[config.mk]
export PLATFORM = sky130hd
export DESIGN_NAME = tdm_voice_scheduler
export DESIGN_NICKNAME = d
export VERILOG_FILES = /design/src/rtl/tdm_pkg.sv /design/src/rtl/tdm_slot_counter.sv /design/src/rtl/tdm_voice_scheduler.sv
export SDC_FILE = /design/constraint.sdc
export NUM_CORES = 1
export LEC_CHECK = 0
export CAP_MARGIN = 40
export CORE_ASPECT_RATIO = 0.9
export CORE_UTILIZATION = 40
export DETAILED_ROUTE_END_ITERATION = 7
export PLACE_DENSITY_LB_ADDON = 0.2
export SYNTH_ARGS = -nofsm -noshare
export SYNTH_HDL_FRONTEND = slang
export SYNTH_SLANG_ARGS = --single-unit
[constraint.sdc]
create_clock -name sys_clk -period 3.5 [get_ports sys_clk]
set_input_delay 0.7 -clock sys_clk [delete_from_list [all_inputs] [get_ports sys_clk]]
set_output_delay 0.7 -clock sys_clk [all_outputs]
set_load 0.01 [all_outputs]
[src/rtl/tdm_pkg.sv]
// rtl/tdm_pkg.sv - shared TDM constants, scheduler state encoding and voice entry type
package tdm_pkg;

    localparam int NUM_VOICES = 4;
    localparam int VOICE_BITS = 2;
    localparam int NOTE_W     = 7;
    localparam int AGE_W      = 4;

    localparam logic [VOICE_BITS-1:0] LAST_SLOT = VOICE_BITS'(NUM_VOICES - 1);
    localparam logic [AGE_W-1:0]      AGE_MAX   = {AGE_W{1'b1}};

    typedef logic [1:0] tdm_state_t;
    localparam tdm_state_t ST_IDLE       = 2'd0;
    localparam tdm_state_t ST_SCAN       = 2'd1;
    localparam tdm_state_t ST_WAIT_FRAME = 2'd2;

    typedef struct packed {
        logic              active;
        logic [NOTE_W-1:0] note;
        logic [AGE_W-1:0]  age;
    } voice_t;

endpackage

[src/rtl/tdm_slot_counter.sv]
// rtl/tdm_slot_counter.sv - free-running TDM slot counter with frame_start and last_slot flags
module tdm_slot_counter
    import tdm_pkg::*;
(
    input  logic                  sys_clk,
    input  logic                  sys_rst,
    output logic [VOICE_BITS-1:0] slot,
    output logic                  frame_start,
    output logic                  last_slot
);

    // NUM_VOICES is a power of two, so the natural wrap gives NUM_VOICES-1 -> 0.
    always_ff @(posedge sys_clk) begin
        if (sys_rst) begin
            slot <= '0;
        end else begin
            slot <= slot + 1'b1;
        end
    end

    assign frame_start = (slot == '0);
    assign last_slot   = (slot == LAST_SLOT);

endmodule

[src/rtl/tdm_voice_scheduler.sv]
// rtl/tdm_voice_scheduler.sv - voice table, note request allocator and TDM slot sequencer
module tdm_voice_scheduler
    import tdm_pkg::*;
(
    input  logic                  sys_clk,
    input  logic                  sys_rst,
    input  logic                  note_valid,
    output logic                  note_ready,
    input  logic                  note_on,
    input  logic [NOTE_W-1:0]     note_num,
    output logic [VOICE_BITS-1:0] tdm_slot,
    output logic                  tdm_slot_en,
    output logic [NOTE_W-1:0]     tdm_slot_note,
    output logic                  frame_start,
    output logic [VOICE_BITS:0]   active_count
);

    voice_t                  voices   [NUM_VOICES];
    voice_t                  voices_d [NUM_VOICES];
    voice_t                  scan_voice;
    tdm_state_t              state;
    logic                    last_slot;
    logic [VOICE_BITS-1:0]   slot_next;
    logic [VOICE_BITS-1:0]   scan_idx;
    logic                    req_on;
    logic [NOTE_W-1:0]       req_note;
    logic                    match_found;
    logic [VOICE_BITS-1:0]   match_idx;
    logic                    free_found;
    logic [VOICE_BITS-1:0]   free_idx;
    logic                    oldest_found;
    logic [VOICE_BITS-1:0]   oldest_idx;
    logic [AGE_W-1:0]        oldest_age;
    logic [VOICE_BITS-1:0]   target;
    logic                    commit;
    logic [VOICE_BITS:0]     count_d;

    tdm_slot_counter u_slot_counter (
        .sys_clk     (sys_clk),
        .sys_rst     (sys_rst),
        .slot        (tdm_slot),
        .frame_start (frame_start),
        .last_slot   (last_slot)
    );

    assign note_ready = (state == ST_IDLE) && !sys_rst;
    assign slot_next  = tdm_slot + 1'b1;
    assign scan_voice = voices[scan_idx];
    assign commit     = (state == ST_WAIT_FRAME) && last_slot;
    assign target     = match_found ? match_idx : (free_found ? free_idx : oldest_idx);

    // Next table: only the commit edge (last slot of a frame) ever changes it.
    always_comb begin
        for (int i = 0; i < NUM_VOICES; i++) begin
            voices_d[i] = voices[i];
        end
        if (commit) begin
            if (req_on) begin
                for (int i = 0; i < NUM_VOICES; i++) begin
                    if (VOICE_BITS'(i) == target) begin
                        voices_d[i].active = 1'b1;
                        voices_d[i].note   = req_note;
                        voices_d[i].age    = '0;
                    end else if (voices[i].active && voices[i].age != AGE_MAX) begin
                        voices_d[i].age = voices[i].age + 1'b1;
                    end
                end
            end else if (match_found) begin
                voices_d[match_idx].active = 1'b0;
                voices_d[match_idx].note   = '0;
            end
        end
    end

    always_comb begin
        count_d = '0;
        for (int i = 0; i < NUM_VOICES; i++) begin
            count_d = count_d + (VOICE_BITS+1)'(voices_d[i].active);
        end
    end

    always_ff @(posedge sys_clk) begin
        if (sys_rst) begin
            for (int i = 0; i < NUM_VOICES; i++) begin
                voices[i] <= '0;
            end
            state         <= ST_IDLE;
            scan_idx      <= '0;
            req_on        <= 1'b0;
            req_note      <= '0;
            match_found   <= 1'b0;
            match_idx     <= '0;
            free_found    <= 1'b0;
            free_idx      <= '0;
            oldest_found  <= 1'b0;
            oldest_idx    <= '0;
            oldest_age    <= '0;
            tdm_slot_en   <= 1'b0;
            tdm_slot_note <= '0;
            active_count  <= '0;
        end else begin
            for (int i = 0; i < NUM_VOICES; i++) begin
                voices[i] <= voices_d[i];
            end
            // Outputs are looked up for the slot the counter moves to on this edge.
            tdm_slot_en   <= voices_d[slot_next].active;
            tdm_slot_note <= voices_d[slot_next].active ? voices_d[slot_next].note : '0;
            active_count  <= count_d;

            case (state)
                ST_IDLE: begin
                    if (note_valid) begin
                        req_on       <= note_on;
                        req_note     <= note_num;
                        scan_idx     <= '0;
                        match_found  <= 1'b0;
                        free_found   <= 1'b0;
                        oldest_found <= 1'b0;
                        state        <= ST_SCAN;
                    end
                end
                ST_SCAN: begin
                    if (scan_voice.active && scan_voice.note == req_note && !match_found) begin
                        match_found <= 1'b1;
                        match_idx   <= scan_idx;
                    end
                    if (!scan_voice.active && !free_found) begin
                        free_found <= 1'b1;
                        free_idx   <= scan_idx;
                    end
                    // Strict compare keeps the lowest index among equal ages.
                    if (scan_voice.active && (!oldest_found || scan_voice.age > oldest_age)) begin
                        oldest_found <= 1'b1;
                        oldest_idx   <= scan_idx;
                        oldest_age   <= scan_voice.age;
                    end
                    if (scan_idx == LAST_SLOT) begin
                        state <= ST_WAIT_FRAME;
                    end else begin
                        scan_idx <= scan_idx + 1'b1;
                    end
                end
                ST_WAIT_FRAME: begin
                    if (last_slot) begin
                        state <= ST_IDLE;
                    end
                end
                default: state <= ST_IDLE;
            endcase
        end
    end

endmodule
Word-level counts from Yosys, hierarchy flattened --
Memories as Yosys holds them, arrays and structs flattened. A register that Yosys moved wholly into a read port is not among the register bits. Cells that the tools add are included.
Storage, ports and cells: output and inout port bits 15, bits in latches 0, register bits after elaboration 38, input bits 11, memories 1, ROM bits 0, word-level logic and storage cells 135, memory bits (writable) 48
Memory list:
- voices | words 4, width 12, read ports 5, clocked after memory_dff 1, write ports 4, RTL line tdm_voice_scheduler.sv:18 | voice_t voices [NUM_VOICES];
Cells by class: reductions and logical operators 31, magnitude comparators 4, $mul 0, eq/ne operators 19, $add $sub $neg 9, shifts and indexed selects 0, bitwise gates (word level) 7, divide/modulo/power cells 0, muxes and demuxes 49
Operators by type and width (count):
- $mux 48 | 3
- $bwmux 48 | 2
- $mux 12 | 7
- $demux 12 s2 | 2
- $mux 4 | 8
- $mux 8 | 4
- $bmux 12 s2 | 1
- $mux 2 | 9
- $add 4x1->4 const B | 4
- $ne 4x4->1 const B | 4
- $reduce_and 3->1 | 5
- $ne 2x2->1 const B | 7
- $logic_and 1x1->1 | 11
- $mux 11 | 1
- $reduce_and 2->1 | 4
- $eq 7x7->1 | 1
- $mux 1 | 7
- $eq 2x2->1 const B | 3
- $ge 3x3->1 const B | 2
- $logic_not 2->1 | 3
- $not 2->3 | 2
- $pmux 1 s2 | 3
- $pmux 2 s3 | 1
- $logic_not 1->1 | 5
- other kinds (15) | 20

Depth between registers and ports, before layout --
depth after elaboration 15, mapped depth 12, mapped depth without buffers 9

By module --
A second synthesis with hierarchy kept.
Unflattened totals: cells, all modules 468, area, all modules 4307.9 um2
By module, submodules not included:
- tdm_voice_scheduler | cells an instance 460, instances 1, area an instance 4225.3 um2, sequential area each 1721.7 um2
- tdm_slot_counter | cells an instance 8, instances 1, area an instance 82.6 um2, sequential area each 40.0 um2

Worst setup path after synthesis --
OpenSTA, ideal clock, no wires.
path kind flip-flop to flip-flop, start register u_slot_counter.slot[0], end register active_count[1], clock period less this slack 2.740 ns, path buffers 3, data arrival time 2.611 ns, slack 0.760 ns, cell stages (with the launch flop) 13, data required time 3.372 ns, library setup time 0.128 ns, cells stage by stage dfxtp_1 ha_1 and4b_1 buf_2 and3_1 buf_2 buf_4 a21oi_1 fa_1 inv_1 ha_1 ha_1 nor2b_1
Between the ends: word-level cells in the longest chain between the ends 6
RTL lines:
- start: declaration | RTL line tdm_slot_counter.sv:7 | output logic [VOICE_BITS-1:0] slot,
- start signal: assignment | RTL line tdm_slot_counter.sv:17 | slot <= slot + 1'b1;
- $eq 2x2->1 * | RTL line tdm_slot_counter.sv:22 | assign last_slot = (slot == LAST_SLOT);
- $logic_and 1x1->1 * | RTL line tdm_voice_scheduler.sv:49 | assign commit = (state == ST_WAIT_FRAME) && last_slot;
- $mux 48 * | RTL line tdm_voice_scheduler.sv:57 | if (commit) begin
- $add 1x1->2 | RTL line tdm_voice_scheduler.sv:78 | count_d = count_d + (VOICE_BITS+1)'(voices_d[i].active);
- $add 2x1->3 | RTL line tdm_voice_scheduler.sv:78
- $add 3x1->3 * | RTL line tdm_voice_scheduler.sv:78
- via count_d[1] | RTL line tdm_voice_scheduler.sv:36 | logic [VOICE_BITS:0] count_d;
- end signal: assignment | RTL line tdm_voice_scheduler.sv:108 | active_count <= count_d;
- end: declaration | RTL line tdm_voice_scheduler.sv:15 | output logic [VOICE_BITS:0] active_count
Mark *: on every way through the listed nets, which the timed path passes. The rest lies on a longest branch. A chain may end at the register's enable or synchronous reset.

Worst setup path in the final report --
Ends and elaborated chain as after synthesis.

==> metrics.cfg <==
[run]
max_cap_violations = 0

[global_routing]
grt_use_total = 0.197
met3_usage = 0.0439
use_met1 = 0.270
top_usage_layer = met2
grt_pass1_vias = 3199
grt.met2_usage = 0.307
grt_antenna_before_repair = 0
grt_pass1_wl_um = 17000
grt_max_degree = 56
grt_overflow = 0

[clocking]
path_clk_slew_ns = 0.06
clock-root-buffer = clkbuf_16
cts_tree = done
cts_hold_buffers = 0
htree_levels = 3
clkLatencyLatePin_ns = 0.34
cts_buffers = 9
cts_setup_buffers = 0
cts_resized = 0
clock-sinks = 88
clockBufferDepth = 2

[critical_path]
cp_slowest_cell = fa_1
r2r_end = active_count[1]
reg2regPathDepth = 9
rrSetupSlack_ns = 0.59
path_max_fanout = 8
worstReg2RegStart = u_slot_counter.slot[0]
setup.worst_path.end_class = register
crit_required_ns = 3.70
slowest_delay_ns = 0.52
cp.arrival_ns = 3.12
critical_path_class = register to register
cp_common_cell = ha_1
start_kind = register
crit_start = u_slot_counter.slot[0]
crit_chain = ha_1 > and4b_1 > o211ai_1 > o21a_1 > fa_1 > inv_1 > ha_1 > ha_1 > nor2b_1
endpoint = active_count[1]

[place]
post-dp-hpwl_um = 7230
portBuffers = 25
dp_slack_ns = 0.605
routabilityCongestion = 0.837
place_area_um2 = 4680

[logic_synthesis]
synth_edf_count = 0
synth-seq-cells = 88
synthesis.area_um2 = 4350
ys_warn_count = 0
ys_types = 50
yosysTopAreaCell = dfxtp_1
syn_nets = 489
syn_area_per_cell_um2 = 9.38
syn_inst = 464
ys_seq_area_frac = 0.405
async_reset_ff_frac = 0
synth_top_area_share = 0.405
ys_top_cells_by_area = dfxtp_1 40%, mux2i_1 10%, mux4_2 4.7%
synth-main-ff-cell = dfxtp_1

[floorplan]
dieWidth_um = 112
fp.dieH_um = 101
rows = 35
io_pins = 26
dieArea_um2 = 11300
core_um2 = 10400
start_util = 0.417

[sta]
drv_slew = 0
skew_ns = 0.0109
post-route-min-period_ns = 2.91
fin_tns_setup_ns = 0
finalHoldViolations = 0
setup_ws_ns = 0.586
finalCritPeriodShare = 0.833
finalSetupViolations = 0
tightest_slew_ns = 0.878
fmax_mhz = 343
slew_headroom = 0.414
rsz0062_at_grt = no

[final_layout]
stdcell_area_um2 = 5000
finalCoreUtilization = 0.480
area_growth_pct = 15.0
drive_gt1_frac = 0.102
num-fill-cells = 982
antennaDiodeCount = 0
fin_nets = 501

[pwr]
power-per-cell-area_nw_per_um2 = 443
power.total_mw = 2.22
ir_worst_vdd_v = 0.000258
p_leak_nw = 1.82

[routing]
remaining_drc_errors = 1
vias = 3319
wl_per_cell_um = 16.9
ant_nets = 0
routed_via_density = 5.45
drt_iter0_drc = 191
drt_wl_total_um = 10300
dr.pass1.iters = 6

[worst_hold_path]
hp-class = register to register

[run_status]
violations = design-rule violations
outcome = finished with violations

[placed cells by master (no fill, tap or decap), types with 4 or more instances in the layout]
cell type,instances
nand4_1,6
clkbuf_16,9
inv_1,13
nand2b_1,12
or2_2,7
dfxtp_1,88
nor3_1,18
ha_1,13
mux4_2,9
nand2_1,53
nand3_1,6
clkdlybuf4s50_1,24
nor2b_1,7
mux2_2,4
a311oi_1,7
and3_1,13
buf_4,10
a21oi_1,20
xor2_1,11
nor2_1,48
mux2i_1,45
a31oi_1,7
xnor2_1,8
[synth_stat cells (5+ instances only)]
cell and instances:
nand2b_1 12, a311oi_1 7, xor2_1 11, mux4_2 9, dfxtp_1 88, inv_1 13, nor3_1 18, nand4_1 6
a21oi_1 20, or2_2 7, nand2_1 53, and3_1 13, nand3_1 6, buf_2 5, ha_1 13, clkbuf_1 25
xnor2_1 8, nor2b_1 7, nor2_1 48, a31oi_1 7, mux2i_1 45
[layer usage]
metal,part of all wire,vias to the layer above
met4,0.012,0
met2,0.44,76
li1,-,1640
met3,0.055,10
met5,0,-
met1,0.49,1593
[stage by stage]
stage,std cells,hold WS [ns]
detailed placement,594,0.458
floorplan,464,0.440
CTS,609,0.472
global placement,594,0.454
finish,609,0.476
global route,609,0.496
[cell families after synthesis]
kind of cell	after synthesis	synth area share
AOI/OAI and AO/OA	52	0.0820
xor gates and xnor gates	19	0.0383
adders and majority gates	14	0.0420
buffers and inverters	47	0.0463
DFF	88	0.405
muxes	61	0.179
and+or+nand+nor	183	0.208
[where the power goes]
part | total [mW] | internal (mW) | switching (mW)
Clock | 1.04 | 0.659 | 0.380
Combinational | 0.137 | 0.0562 | 0.0806
Sequential | 1.04 | 1.01 | 0.0266
[worst max-delay path, delay by kind of cell, from the launching register on]
kind            cells  cell delay, ns
compound gates      2            0.50
flops               1            0.46
buf+inv             1            0.04
fa+ha+maj           4            1.24
simple gates        2            0.52
[worst min path at each step]
stage / from / to / slack (ns) / depth (start not counted)
after floorplan: voices[2][9] / voices[2][9] / 0.44 / 2
after global placement: voices[2][6] / voices[2][6] / 0.45 / 2
after detailed placement: voices[2][8] / voices[2][8] / 0.46 / 2
after CTS: voices[2][5] / voices[2][5] / 0.47 / 2
after global routing: voices[2][10] / voices[2][10] / 0.50 / 2
final: voices[2][5] / voices[2][5] / 0.48 / 2
[area by class of cell]
class	count	area, um2	area share
timing repair buffer	35	320	0.0640
sequential	88	1760	0.352
tap	129	161	0.0323
multi-input combinational	329	2390	0.477
clock buffer	12	256	0.0513
inverter	13	48.8	0.00976
clock inverter	3	65.1	0.0130
No activity file was read; power rests on OpenSTA's default activity.
